## config.mk

```make
export PLATFORM = sky130hd
export DESIGN_NAME = regblock_seq_ctrl
export DESIGN_NICKNAME = d
export VERILOG_FILES = /design/src/rtl/regblock_seq_ctrl.sv
export SDC_FILE = /design/constraint.sdc
export NUM_CORES = 1
export LEC_CHECK = 0
export CAP_MARGIN = 0
export CORE_MARGIN = 5
export CORE_UTILIZATION = 34
export CTS_BUF_LIST = sky130_fd_sc_hd__clkbuf_8
export CTS_CLUSTER_DIAMETER = 200
export DETAILED_ROUTE_END_ITERATION = 8
export GPL_ROUTABILITY_DRIVEN = 0
export PLACE_DENSITY_LB_ADDON = 0.15
export SETUP_SLACK_MARGIN = 0.4
export SYNTH_ARGS = -nofsm -noshare
export SYNTH_HDL_FRONTEND = slang
export SYNTH_SLANG_ARGS = --single-unit
```

## constraint.sdc

```tcl
create_clock -name clk -period 1.2 [get_ports clk]
set_input_delay 0.24 -clock clk [delete_from_list [all_inputs] [get_ports clk]]
set_output_delay 0.24 -clock clk [all_outputs]
set_load 0.03 [all_outputs]
```

## src/rtl/regblock_seq_ctrl.sv

```systemverilog
// regblock_seq_ctrl: serial IDLE->READ->EXEC->WB sequencer that decodes one instruction word and drives RegBlock.
// Build option: define RETIRE_CNT_EN to add the 16-bit wrapping retire_cnt output.

module regblock_seq_ctrl #(
  parameter int RWIDTH = 6,
  parameter int DWIDTH = 32,
  parameter int IMM_IN = 15
) (
  input  logic              clk,
  input  logic              rst_n,
  input  logic              instr_valid,
  output logic              instr_ready,
  input  logic [31:0]       instr,
  input  logic [DWIDTH-1:0] alu_result,
  output logic [RWIDTH-1:0] rs,
  output logic [RWIDTH-1:0] rt,
  output logic [RWIDTH-1:0] rd,
  output logic              we,
  output logic              muxsel1,
  output logic [IMM_IN-1:0] imm_in,
  output logic [3:0]        ALUopsel,
  output logic [DWIDTH-1:0] wd,
  output logic              done
`ifdef RETIRE_CNT_EN
  ,
  output logic [15:0]       retire_cnt
`endif
);

  typedef enum logic [1:0] {
    IDLE = 2'd0,
    READ = 2'd1,
    EXEC = 2'd2,
    WB   = 2'd3
  } state_e;

  localparam logic [3:0] OP_SPECIAL = 4'b1111;

  state_e            state_q, state_d;
  logic [RWIDTH-1:0] rs_q, rs_d;
  logic [RWIDTH-1:0] rt_q, rt_d;
  logic [RWIDTH-1:0] rd_q, rd_d;
  logic [IMM_IN-1:0] imm_q, imm_d;
  logic              muxsel1_q, muxsel1_d;
  logic [3:0]        aluop_q, aluop_d;
  logic [DWIDTH-1:0] wd_q, wd_d;
  logic              we_q, we_d;
  logic              done_q, done_d;
  logic              ldi_q, ldi_d;
  logic              nop_q, nop_d;

  // Next-state, decode on acceptance, write-back capture in EXEC.
  always_comb begin
    state_d   = state_q;
    rs_d      = rs_q;
    rt_d      = rt_q;
    rd_d      = rd_q;
    imm_d     = imm_q;
    muxsel1_d = muxsel1_q;
    aluop_d   = aluop_q;
    wd_d      = wd_q;
    ldi_d     = ldi_q;
    nop_d     = nop_q;
    we_d      = 1'b0;
    done_d    = 1'b0;
    case (state_q)
      IDLE: begin
        if (instr_valid) begin
          aluop_d   = instr[31:28];
          muxsel1_d = instr[27];
          rd_d      = instr[26:21];
          rs_d      = instr[20:15];
          rt_d      = instr[14:9];
          imm_d     = instr[IMM_IN-1:0];
          ldi_d     = (instr[31:28] == OP_SPECIAL) && instr[27];
          nop_d     = (instr[31:28] == OP_SPECIAL) && !instr[27];
          state_d   = READ;
        end else begin
          state_d   = IDLE;
        end
      end
      READ: state_d = EXEC;
      EXEC: begin
        if (ldi_q) begin
          wd_d = {{(DWIDTH-IMM_IN){1'b0}}, imm_q};
        end else begin
          wd_d = alu_result;
        end
        // we/done are registered, so they are raised on the edge entering WB.
        we_d    = !nop_q;
        done_d  = 1'b1;
        state_d = WB;
      end
      WB:      state_d = IDLE;
      default: state_d = IDLE;
    endcase
  end

  // State and output registers with asynchronous clear.
  always_ff @(posedge clk or negedge rst_n) begin
    if (!rst_n) begin
      state_q   <= IDLE;
      rs_q      <= {RWIDTH{1'b0}};
      rt_q      <= {RWIDTH{1'b0}};
      rd_q      <= {RWIDTH{1'b0}};
      imm_q     <= {IMM_IN{1'b0}};
      muxsel1_q <= 1'b0;
      aluop_q   <= 4'b1111;
      wd_q      <= {DWIDTH{1'b0}};
      we_q      <= 1'b0;
      done_q    <= 1'b0;
      ldi_q     <= 1'b0;
      nop_q     <= 1'b0;
    end else begin
      state_q   <= state_d;
      rs_q      <= rs_d;
      rt_q      <= rt_d;
      rd_q      <= rd_d;
      imm_q     <= imm_d;
      muxsel1_q <= muxsel1_d;
      aluop_q   <= aluop_d;
      wd_q      <= wd_d;
      we_q      <= we_d;
      done_q    <= done_d;
      ldi_q     <= ldi_d;
      nop_q     <= nop_d;
    end
  end

  assign instr_ready = (state_q == IDLE);
  assign rs          = rs_q;
  assign rt          = rt_q;
  assign rd          = rd_q;
  assign imm_in      = imm_q;
  assign muxsel1     = muxsel1_q;
  assign ALUopsel    = aluop_q;
  assign wd          = wd_q;
  assign we          = we_q;
  assign done        = done_q;

`ifdef RETIRE_CNT_EN
  logic [15:0] retire_cnt_q, retire_cnt_d;

  // Counter steps with the same edge that raises done, so it reads the new total during WB.
  always_comb begin
    if (done_d) begin
      retire_cnt_d = retire_cnt_q + 16'd1;
    end else begin
      retire_cnt_d = retire_cnt_q;
    end
  end

  // Retire counter register.
  always_ff @(posedge clk or negedge rst_n) begin
    if (!rst_n) begin
      retire_cnt_q <= 16'd0;
    end else begin
      retire_cnt_q <= retire_cnt_d;
    end
  end

  assign retire_cnt = retire_cnt_q;
`endif

endmodule

```

==> reports/qor.csv <==
metric,value,unit
slew margin rel.,74.2,%
Seq cells post-synth,70,
DP Wirelength,5470,um
Worst Skew,0.0109,ns
sw frac,40.1,%
Final Cell Area,5840,um^2
RSZ-0062 raised after global routing,true,
Die Width,104,um
overall power,18800,uW
total CTS buffers,9,
via density per instance,4.63,
IO buf count,139,
P&R area growth vs syn,96.5,%
All-Layer GR Usage,16.7,%
Die Ht,104,um
register area share after synthesis,59.1,%
Layout Nets,499,
r2r endpoint,wd[27],
Setup Total Neg Slack,-10.50,ns
Seq pwr share,24.3,%
combinational power share,65.4,%
cell taking the most area after synthesis,dfrtp_1,
grt total ovfl,0,
vias,2514,
row cnt,34,
worst setup margin,-0.188,ns
first-pass GRT wire length,14400,um
Crit Path Category,register to register,
Worst-path clk slew,0.08,ns
Main synth FF type,dfrtp_1,
warning count from the yosys run,0,
cell-internal power,11300,uW
DR pass1 iterations,4,
top-count cell post-synth,dfrtp_1,
crit path cell chain,"inv_2, buf_4, buf_6, ha_4, buf_12, clkbuf_16, nand3b_1, o21ai_1",
WHS,-0.189,ns
latest clock arrival within the worst-skew pair,0.34,ns
remaining antenna violation count,0,
CP Data Required Time,1.42,ns
CP max-delay cell,dfrtp_1,
asr flop ratio synth,100,%
max-slew violation count,0,
Final Hold Viols,17,
Max Fclk,721,MHz
clock power share,10.2,%
core area,8640,um^2
status,finished with violations,
max-cap violations,0,
Leak Pwr,0.00266,uW
reg-to-reg startpoint,state_q[0],
measured slew at the worst slew-check pin,0.388,ns
fin crit period,1.39,ns
largest net degree at the start of global routing,26,
DRC Markers,0,
final WL,9460,um
Diodes inserted,0,
fill count,649,
final period utilization,116,%
clk sinks,70,
worst min-delay path category,input port to asynchronous set/reset pin,
CTS tree,built,
starting density of the core,34.4,%
pwr dens,3220,nW/um^2
R2R depth,8,
initial antenna violation count,0,
largest fanout on the critical path,5,
Crit. End Element,register,
layout cell share with drive strength beyond 1,55.9,%
startpoint types,register,
vias in the first global route,2741,
failing checks,"hold timing, setup timing",
Placed Area,4450,um^2
DR WL/cell,17.4,um
Critical Path AT,1.61,ns
"EDFF count, synth",0,
Mapped Area,2970,um^2
H-tree Lvls,3,
CP max stage delay,0.34,ns
Cells after Synth,225,
Peak VDD IR,0.00144,V
Synthesized Nets,294,
# IOs,140,
"Avg Cell Area, Syn",13.2,um^2
"top cells by area, synth","dfrtp_1 (56%), mux2_4 (13%), mux2i_1 (5.1%)",
Iteration-0 DRC Markers,38,
"top cells by count, synth","dfrtp_1 (66), mux2_4 (26), inv_1 (17)",
CTS Buffer Depth,2,
Root Driver,clkbuf_8,
Yosys cell types,23,
R2R Setup Slk,-0.19,ns
Setup-failing EPs final,73,
NetSw,7530,uW
die area,10700,um^2
post-synth top area share,55.6,%
-- cell families after synthesis --
| logic type | share of synthesized area [%] |
|---|---|
| mux | 20.1 |
| buf+inv | 6.36 |
| fa+ha+maj | 0.842 |
| simple gates | 6.78 |
| compound gates | 6.86 |
| flops | 59.1 |
-- stage by stage --
| stage | setup WS, ns | instances | utilization, % |
|---|---|---|---|
| after floorplan | -0.125 | 225 | - |
| after global placement | -0.313 | 469 | 51.5 |
| after detailed placement | -0.329 | 469 | 51.5 |
| after CTS | -0.205 | 527 | 64.5 |
| after global routing | -0.252 | 543 | 67.7 |
| final | -0.188 | 543 | 67.7 |
-- power groups by stage --
stage | sequential [uW] | combinational, uW | clock (uW)
4_1_cts | 4520 | 11400 | 1970
6_report | 4570 | 12300 | 1920
3_3_place_gp | 4350 | 7870 | 0
2_1_floorplan | 6480 | 2950 | 0
5_1_grt | 4710 | 12900 | 2080
3_5_place_dp | 4370 | 7970 | 0
-- registers in the layout, summed over array words and instances, names as in the netlist --
signal	flops
imm_in	9
muxsel1	1
rs	6
done	1
we	1
ALUopsel	4
nop_q	1
wd	32
state_q	2
rt	6
rd	6
ldi_q	1
-- worst max-delay path by stage --
stage	start	endpoint	cells past startpoint
2_1_floorplan	state_q[1]	imm_in[0]	5
3_3_place_gp	instr_valid	rs[0]	4
5_1_grt	state_q[0]	wd[27]	8
6_report	state_q[0]	wd[27]	8
3_5_place_dp	instr_valid	rt[2]	4
4_1_cts	state_q[0]	instr_ready	4
-- routing by layer --
metal | GRT usage, % | vias to the layer above | part of all wire, %
li1 | - | 1180 | -
met1 | 20.4 | 1227 | 42
met2 | 28.2 | 97 | 50
met3 | 5.53 | 10 | 7.0
met4 | 4.22 | 0 | 0.90
met5 | 0 | - | 0
-- cell usage in the layout (no fill, tap or decap), types with 2 or more instances in the layout --
cell type	count
clkinvlp_4	2
inv_1	15
o21ai_1	11
o2bb2ai_2	2
buf_4	48
buf_16	8
a22o_1	3
clkbuf_16	3
inv_2	2
ha_4	2
a21oi_2	13
o21ai_2	4
mux2i_1	15
dfstp_2	4
nor2_2	2
buf_12	10
clkdlybuf4s50_1	65
a21oi_1	2
dfrtp_1	65
clkbuf_8	10
nor2_4	14
nand3b_1	15
mux2_4	31
buf_6	78
-- timing repair --
item,in CTS,in global routing
gates cloned,8,3
buffers inserted,34,13
pin swaps,21,14
hold endpoints to repair,17,17
setup endpoints to repair,142,142
gates resized for setup,138,25
-- final cells by class --
class	instances	area [um^2]	share of cell area, %
Timing Repair Buffer	213	2400	41.1
Clock buffer	10	138	2.36
Sequential cell	70	1760	30.1
Tap cell	108	135	2.31
Clock inverter	6	62.6	1.07
Inverter	17	71.3	1.22
Multi-Input combinational cell	119	1280	21.9
-- critical path, delay by kind of cell (launching register included) --
family | cells | cell delay (ns)
fa+ha+maj | 1 | 0.19
compound gates | 1 | 0.08
buf+inv | 5 | 0.59
simple gates | 1 | 0.07
flops | 1 | 0.34
Note: power is estimated with default switching activity, not from simulation.
